**config.mk**
```make
export PLATFORM = sky130hd
export DESIGN_NAME = weight_dma_multibank
export DESIGN_NICKNAME = d
export VERILOG_FILES = /design/src/rtl/weight_dma_multibank.sv
export SDC_FILE = /design/constraint.sdc
export NUM_CORES = 1
export LEC_CHECK = 0
export ABC_AREA = 1
export BUFFER_PORTS_ARGS = -buffer_cell sky130_fd_sc_hd__buf_4
export CAP_MARGIN = 20
export CORE_MARGIN = 2
export CORE_UTILIZATION = 40
export DETAILED_ROUTE_END_ITERATION = 12
export PLACE_DENSITY = 0.72
export SYNTH_ARGS = -nofsm -noshare
export SYNTH_HDL_FRONTEND = slang
export SYNTH_SLANG_ARGS = --single-unit
```
**constraint.sdc**
```tcl
create_clock -name clk -period 2.1 [get_ports clk]
set_clock_uncertainty 0.05 [all_clocks]
set_input_delay 0.315 -clock clk [delete_from_list [all_inputs] [get_ports clk]]
set_output_delay 0.315 -clock clk [all_outputs]
set_load 0.1 [all_outputs]
```
**src/rtl/weight_dma_multibank.sv**
```systemverilog
// Weight-load DMA: streams a conv weight block to the conv SRAM and an FC
// weight block round-robin across N_BANK FC SRAM banks, with a
// configurable source read latency, abort and length-error detection.
module weight_dma_multibank #(
  parameter int DW      = 16,
  parameter int AW      = 16,
  parameter int N_BANK  = 4,
  parameter int BANK_AW = 11,
  parameter int CONV_AW = 10,
  parameter int RD_LAT  = 1
) (
  input  logic                clk,
  input  logic                rst_n,
  input  logic                i_start,
  input  logic                i_abort,
  input  logic [AW-1:0]       i_src_base,
  input  logic [AW-1:0]       i_conv_len,
  input  logic [AW-1:0]       i_fc_len,
  output logic                o_src_rd,
  output logic [AW-1:0]       o_src_addr,
  input  logic [DW-1:0]       i_src_data,
  output logic                o_conv_we,
  output logic [CONV_AW-1:0]  o_conv_addr,
  output logic [N_BANK-1:0]   o_fc_we,
  output logic [BANK_AW-1:0]  o_fc_addr,
  output logic [DW-1:0]       o_wdata,
  output logic                o_busy,
  output logic                o_done,
  output logic                o_err
);

  localparam int BW  = (N_BANK > 1) ? $clog2(N_BANK) : 1;
  localparam int TAW = (BANK_AW > CONV_AW) ? BANK_AW : CONV_AW;
  localparam logic [AW:0] CONV_MAX = (AW+1)'(1) << CONV_AW;
  localparam logic [AW:0] FC_MAX   = (AW+1)'(1) << BANK_AW;

  typedef enum logic [2:0] {
    S_IDLE,
    S_CHECK,
    S_CONV,
    S_FC,
    S_DRAIN
  } state_t;

  state_t            state_q, state_d;
  logic [AW-1:0]     src_addr_q;
  logic [AW-1:0]     conv_len_q;
  logic [AW-1:0]     fc_len_q;
  logic [AW-1:0]     conv_idx_q;
  logic [AW-1:0]     fc_idx_q;
  logic [BW-1:0]     fc_bank_q;
  logic              err_q;

  // Tag pipeline: one stage per cycle of source read latency.
  logic [RD_LAT-1:0] pv_q;
  logic [RD_LAT-1:0] pc_q;
  logic [BW-1:0]     pb_q [RD_LAT];
  logic [TAW-1:0]    pa_q [RD_LAT];

  logic abort_eff;
  logic rd;
  logic len_err;
  logic conv_last;
  logic fc_last;
  logic wr;

  assign abort_eff = i_abort & (state_q != S_IDLE);
  assign rd        = ((state_q == S_CONV) | (state_q == S_FC)) & ~abort_eff;
  assign len_err   = ({1'b0, conv_len_q} > CONV_MAX) | ({1'b0, fc_len_q} > FC_MAX);
  assign conv_last = (conv_idx_q == conv_len_q - AW'(1));
  assign fc_last   = (fc_bank_q == BW'(N_BANK - 1)) & (fc_idx_q == fc_len_q - AW'(1));
  assign wr        = pv_q[RD_LAT-1] & ~abort_eff;

  assign o_src_rd    = rd;
  assign o_src_addr  = src_addr_q;
  assign o_conv_we   = wr & pc_q[RD_LAT-1];
  assign o_conv_addr = pa_q[RD_LAT-1][CONV_AW-1:0];
  assign o_fc_we     = (wr & ~pc_q[RD_LAT-1]) ? (N_BANK'(1) << pb_q[RD_LAT-1]) : '0;
  assign o_fc_addr   = pa_q[RD_LAT-1][BANK_AW-1:0];
  assign o_wdata     = wr ? i_src_data : '0;
  assign o_busy      = (state_q != S_IDLE);
  assign o_err       = err_q;
  // Done is the final DRAIN cycle: the last write landed in the previous cycle.
  assign o_done      = (state_q == S_DRAIN) & (pv_q == '0) & ~i_abort;

  // Next-state selection; abort overrides every non-IDLE state.
  always_comb begin
    state_d = state_q;
    if (abort_eff) begin
      state_d = S_IDLE;
    end else begin
      case (state_q)
        S_IDLE:  if (i_start) state_d = S_CHECK;
        S_CHECK: begin
          if (len_err)               state_d = S_IDLE;
          else if (conv_len_q != '0) state_d = S_CONV;
          else if (fc_len_q != '0)   state_d = S_FC;
          else                       state_d = S_DRAIN;
        end
        S_CONV:  if (conv_last) state_d = (fc_len_q != '0) ? S_FC : S_DRAIN;
        S_FC:    if (fc_last) state_d = S_DRAIN;
        S_DRAIN: if (pv_q == '0) state_d = S_IDLE;
        default: state_d = S_IDLE;
      endcase
    end
  end

  // State, transfer counters, error flag and tag pipeline.
  always_ff @(posedge clk or negedge rst_n) begin
    if (!rst_n) begin
      state_q    <= S_IDLE;
      src_addr_q <= '0;
      conv_len_q <= '0;
      fc_len_q   <= '0;
      conv_idx_q <= '0;
      fc_idx_q   <= '0;
      fc_bank_q  <= '0;
      err_q      <= 1'b0;
      pv_q       <= '0;
      pc_q       <= '0;
      for (int unsigned i = 0; i < unsigned'(RD_LAT); i++) begin
        pb_q[i] <= '0;
        pa_q[i] <= '0;
      end
    end else begin
      state_q <= state_d;

      if ((state_q == S_IDLE) && i_start) begin
        src_addr_q <= i_src_base;
        conv_len_q <= i_conv_len;
        fc_len_q   <= i_fc_len;
        conv_idx_q <= '0;
        fc_idx_q   <= '0;
        fc_bank_q  <= '0;
        err_q      <= 1'b0;
      end

      if ((state_q == S_CHECK) && !abort_eff && len_err) begin
        err_q <= 1'b1;
      end

      if (rd) begin
        src_addr_q <= src_addr_q + AW'(1);
        if (state_q == S_CONV) begin
          conv_idx_q <= conv_idx_q + AW'(1);
        end else if (fc_bank_q == BW'(N_BANK - 1)) begin
          fc_bank_q <= '0;
          fc_idx_q  <= fc_idx_q + AW'(1);
        end else begin
          fc_bank_q <= fc_bank_q + BW'(1);
        end
      end

      if (abort_eff) begin
        pv_q <= '0;
      end else begin
        for (int unsigned i = 1; i < unsigned'(RD_LAT); i++) begin
          pv_q[i] <= pv_q[i-1];
        end
        pv_q[0] <= rd;
      end
      for (int unsigned i = 1; i < unsigned'(RD_LAT); i++) begin
        pc_q[i] <= pc_q[i-1];
        pb_q[i] <= pb_q[i-1];
        pa_q[i] <= pa_q[i-1];
      end
      pc_q[0] <= (state_q == S_CONV);
      pb_q[0] <= (state_q == S_CONV) ? '0 : fc_bank_q;
      pa_q[0] <= (state_q == S_CONV) ? TAW'(conv_idx_q) : TAW'(fc_idx_q);
    end
  end

endmodule

```
# After elaboration in Yosys (flattened, before gate mapping)
# Index checks and enable logic that the tools add are counted.
totals:
  ff_bits: 101
  latchBits: 0
  ramBits: 0
  mem_bits_ro: 0
  in_bits: 68
  elab_cells: 86
  memories: 0
classes:
  n_addsub: 6
  multipliers: 0
  div: 0
  n_lt_le_gt_ge: 2
  n_eq_ne: 11
  n_shift: 1
  mux: 29
  bitwise_logic: 14
  n_reduce_logical: 11
op_table:
  columns: ["op", "n"]
  rows:
  - ["2-to-1 mux 16 bit", 10]
  - ["adder 16 x 1 -> 16 bit, second input constant", 3]
  - ["equality test 16 bit", 2]
  - ["nonzero test 16 bit", 2]
  - ["subtractor 16 x 1 -> 16 bit, second input constant", 2]
  - ["2-to-1 mux 3 bit", 8]
  - ["> comparator 16 x 11 -> 1 bit, second input constant", 1]
  - ["> comparator 16 x 12 -> 1 bit, second input constant", 1]
  - ["case mux 3 bit (5 select lines)", 1]
  - ["!= test 3 bit, second input constant", 4]
  - ["2-to-1 mux 11 bit", 1]
  - ["2-to-1 mux 2 bit", 5]
  - ["AND 1 bit", 8]
  - ["equality test 3 x 2 -> 1 bit, second input constant", 2]
  - ["2-to-1 mux 4 bit", 1]
  - ["inverter 1 bit", 4]
  - ["AND reduction 4 bit", 1]
  - ["nonzero test 2 bit", 2]
  - ["left shift 1 x 2 -> 4 bit, first input constant", 1]
  - ["equality test 3 x 1 -> 1 bit, second input constant", 1]
  - ["equality test 3 bit, second input constant", 1]
  - ["logical AND 1 bit", 3]
  - ["logical NOT 3 bit", 1]
  - ["2-to-1 mux 1 bit", 3]
  - ["5 further kinds", 6]

# Depth between registers and ports, before layout
depth:
  word_depth: 6
  depth_mapped: 19
  mapped_depth_nobuf: 19

# Worst setup path before layout
# No wires, ideal clock.
synth_path:
  kind: "register -> output"
  start: "reg state_q[0]"
  end: "out o_fc_we[0]"
  arrival_ps: 3886
  t_required_ps: 1735
  slack_ps: -2151
  stages_incl_launch_ff: 10
  cell_sequence: "dfrtp_1 -> nor2_1 -> nand2_1 -> inv_1 -> nor2_1 -> inv_2 -> nand2_2 -> inv_2 -> nand2_1 -> nor3_1"
synth_via:
  elab_chain_cells: 6
synth_lines:
  columns: ["element", "line_no", "rtl"]
  rows:
  - ["start, declared", "45", "state_t state_q, state_d;"]
  - ["start signal, assigned", "126", "state_q <= state_d;"]
  - ["nonzero test 3 bit", null, null]
  - ["named net o_busy", "27", "output logic o_busy,"]
  - ["AND 1 bit", "67", "assign abort_eff = i_abort & (state_q != S_IDLE);"]
  - ["inverter 1 bit", "72", "assign wr = pv_q[RD_LAT-1] & ~abort_eff;"]
  - ["AND 1 bit", "72", null]
  - ["AND 1 bit", "78", "assign o_fc_we = (wr & ~pc_q[RD_LAT-1]) ? (N_BANK'(1) << pb_q[RD_LAT-1]) : '0;"]
  - ["2-to-1 mux 4 bit", "78", null]
  - ["end, declared", "24", "output logic [N_BANK-1:0] o_fc_we,"]
# The timed path passes the listed nets, and every way through them passes these cells.

# Final worst setup path
layout_path:
  start: "reg state_q[1]"
  end: "out o_fc_we[1]"
layout_via:
  elab_chain_cells: 6
layout_lines:
  columns: ["element", "line_no"]
  rows:
  - ["nonzero test 3 bit", "67"]
  - ["AND 1 bit", "67"]
  - ["inverter 1 bit", "72"]
  - ["AND 1 bit", "72"]
  - ["AND 1 bit", "78"]
  - ["2-to-1 mux 4 bit", "78"]
# Every way passes these cells.

==> impl_metrics.toml <==
[die]
core_area_um2 = 15300
die-area_um2 = 16800
dieWidth_um = 130
die_h_um = 130
ios = 130
start_util_pct = 41.2
rows = 45

[global_routing]
grt_pass1_wl_mm = 29.3
grt_pass1_vias = 6070
grt_max_degree = 57
grt_use_total_pct = 21.9
grt_overflow = 0
antenna_found_initial = 0

[sta]
setup_ws_ns = -0.0829
max_freq_mhz = 458
slew_headroom_pct = 61.7
period_minus_slack_ns = 2.18
timing.final.max_slew_violations = 0
timing.hold.ws_ns = 0.0877
hold_viol = 0
rsz0062_at_grt = "yes"
min_period_over_period_pct = 104
setup_viol = 21
worstMarginPinSlew_ns = 0.570

[routing]
drt_iter0_markers = 431
drt_wl_total_mm = 18.1
avgViaCountPerCell = 4.99
ant_nets = 0
dr.pass1.iters = 5
num_vias = 6362
wl_per_cell_um = 14.2
drcViolationCount = 0

[synthesis]
ys_warn_count = 0
ys_seq_area_share_pct = 40.0
netlist_instances = 889
ys_ff_latch = 101
yosysTopAreaCell = "dfrtp_1"
synth-edff-count = 0
synth_top_area_share_pct = 40.0
ys_types = 48
ys_top_cells_by_area = "dfrtp_1 40%, nand2_1 15%, inv_1 6.8%"
synthFlopType = "dfrtp_1"
syn_area_um2 = 6310
synth_nets = 963
synthArstFlopShare_pct = 100
synth.avg_cell_area_um2 = 7.10

[clock_network]
htree_levels = 3
clockBufferDepth = 2
clock-sinks = 101
clockRootBuffer = "clkbuf_16"
path_clk_slew_ns = 0.07
cts_tree = "yes"
worstSkewPairLatency_ns = 0.36
cts_made_buffers = 9

[setup_path]
worstSetupStartpointType = "flip-flop"
cp_data_arrival_time_ns = 1.82
cp-end-kind = "output pin"
worst-path-max-fanout = 4
critPathKind = "flip-flop to output pin"
ff2ff_setup_slack_ns = 0.04
required_ns = 1.74
r2r-start = "fc_len_q[0]"
r2r-end = "state_q[2]"
reg2reg_depth = 17

[power]
combPwrFrac_pct = 55.6
seq_power_share_pct = 27.9
switchingPower_mw = 5.56
swShare_pct = 50.0
ir_drop_v = 0.000658
p_leak_nw = 4.40
pwr_density_cell_nw_per_um2 = 1240
clkPwrFrac_pct = 16.5
p_int_mw = 5.56
power_mw = 11.1

[place]
numPortBuffers = 129
place.gp.congestion = 0.977
dpl_cell_area_um2 = 7950
dp_cells = 1237
dpl.hpwl_mm = 13.4

[final_layout]
final_cell_count_no_fill = 1274
n_antenna_cell = 0
fin_nets = 1132
stdcell_area_um2 = 8960
final.fill_count = 1417
area_delta_synth_final_pct = 42.0
layout-drive-gt1-share_pct = 28.9

[run]
maxCapViolCount = 0

[min_path]
min_path_type = "primary input to flip-flop"
min_to = "conv_len_q[3]"
whs_path_depth = 3
hp-start = "i_conv_len[3]"

[outcome]
failed_checks = "setup timing"
status = "finished, violations left"
[flip-flops by register name, indices dropped and copies added (netlist names)]
register and flops:
fc_len_q 16, pb_q 2, o_fc_addr 11, pv_q 1
o_src_addr 16, fc_idx_q 16, conv_idx_q 16, state_q 3
o_err 1, fc_bank_q 2, pc_q 1, conv_len_q 16
[power by group through the flow]
stage          Combinational, mW  Clock (mW)  Sequential (mW)
3_5_place_dp                5.60           0             3.11
3_3_place_gp                5.52           0             3.10
6_report                    6.18        1.84             3.10
2_1_floorplan               3.08           0             4.16
4_1_cts                     5.88        1.88             3.08
5_1_grt                     6.74        1.94             3.18
[per-layer routing]
metal	vias up	GRT usage, %	wire length, um	share of wire (%)
li1	3186	-	-	-
met1	2972	29.7	8190	45
met2	179	36.2	8550	47
met3	25	3.22	1020	5.6
met4	0	7.40	342	1.9
met5	-	0	0	0
[metrics by stage]
step	utilization (%)	setup TNS [ns]	worst slack, ns
4_1_cts	57.0	-0.929	-0.0874
3_3_place_gp	51.9	-0.259	-0.100
2_1_floorplan	-	-3.35	-0.374
3_5_place_dp	51.9	-0.464	-0.198
6_report	58.5	-0.869	-0.0829
5_1_grt	58.5	-2.50	-0.159
[how the worst max path moves through the flow]
stage / from / to / slack [ns]
after floorplan: state_q[0] / o_fc_we[0] / -0.37
after global placement: fc_len_q[0] / state_q[2] / -0.1
after detailed placement: fc_len_q[0] / state_q[1] / -0.20
after CTS: state_q[1] / o_fc_we[1] / -0.09
after global routing: state_q[1] / o_fc_we[1] / -0.16
final: state_q[1] / o_fc_we[1] / -0.08
[cell type report]
cell class	instances	area [um2]	share of cell area (%)
well taps	211	264	2.95
repair buffers	186	1740	19.4
flip-flops and latches	101	2550	28.4
clock buffers	10	239	2.67
inverters	125	487	5.43
multi-input cells	635	3600	40.1
clock inverters	6	86.3	0.963
[synth_stat cells, types with 2 or more instances]
| cell | instances |
|---|---|
| nand4_1 | 8 |
| nor4_1 | 8 |
| xnor2_1 | 11 |
| o22ai_1 | 2 |
| clkbuf_1 | 10 |
| o31ai_1 | 3 |
| buf_2 | 6 |
| nand3b_1 | 3 |
| o21ai_1 | 14 |
| nor2_2 | 3 |
| inv_2 | 9 |
| nor3_1 | 16 |
| o211ai_1 | 7 |
| nor3_4 | 2 |
| nand3_1 | 73 |
| buf_4 | 10 |
| nor2_8 | 3 |
| a211oi_1 | 2 |
| xor2_1 | 14 |
| nor3_2 | 3 |
| inv_1 | 115 |
| nor2_4 | 3 |
| o21ai_0 | 57 |
| a31oi_1 | 6 |
| a22oi_1 | 4 |
| nand2_2 | 3 |
| a21oi_1 | 20 |
| buf_1 | 2 |
| dfrtp_1 | 101 |
| nand2_1 | 248 |
| nor2_1 | 101 |
| ha_1 | 6 |
[worst max-delay path, cell delays in order, from the launching register on]
cell,delay (ns)
dfrtp_1,0.40
nor2_4,0.19
nand2_8,0.07
inv_4,0.07
nor2_4,0.04
inv_4,0.09
nand2_8,0.08
inv_8,0.08
nand2_8,0.07
nor3_4,0.16
buf_12,0.20
[cell usage in the layout (no fill, tap or decap), types with 14 or more instances in the layout]
cell type / synthesis / final
inv_1: 115 / 110
nand2_1: 248 / 241
nor2_1: 101 / 72
o21ai_0: 57 / 56
nand3_1: 73 / 67
buf_12: 0 / 24
buf_4: 10 / 158
o21ai_1: 14 / 14
nor2_4: 3 / 24
a21oi_1: 20 / 20
dfrtp_1: 101 / 92
xor2_1: 14 / 14
[logic make-up (layout without fill, tap and decap cells)]
kind of cell / after synthesis / count (layout) / synth area share, %
xor+xnor: 26 / 26 / 3.83
flops: 101 / 101 / 40.0
compound gates: 122 / 122 / 10.8
simple gates: 481 / 481 / 34.2
fa+ha+maj: 6 / 6 / 1.19
buf+inv: 153 / 327 / 9.85
[timing repair]
action / CTS / global route
hold buffers: 1 / 0
setup endpoints to repair: 25 / 32
endpoints found under the hold margin: 19 / 0
setup buffers: 8 / 11
gates cloned: 1 / 0
pin swaps: 5 / 21
gates resized for setup: 83 / 41
No activity file was read; power rests on OpenSTA's default activity.
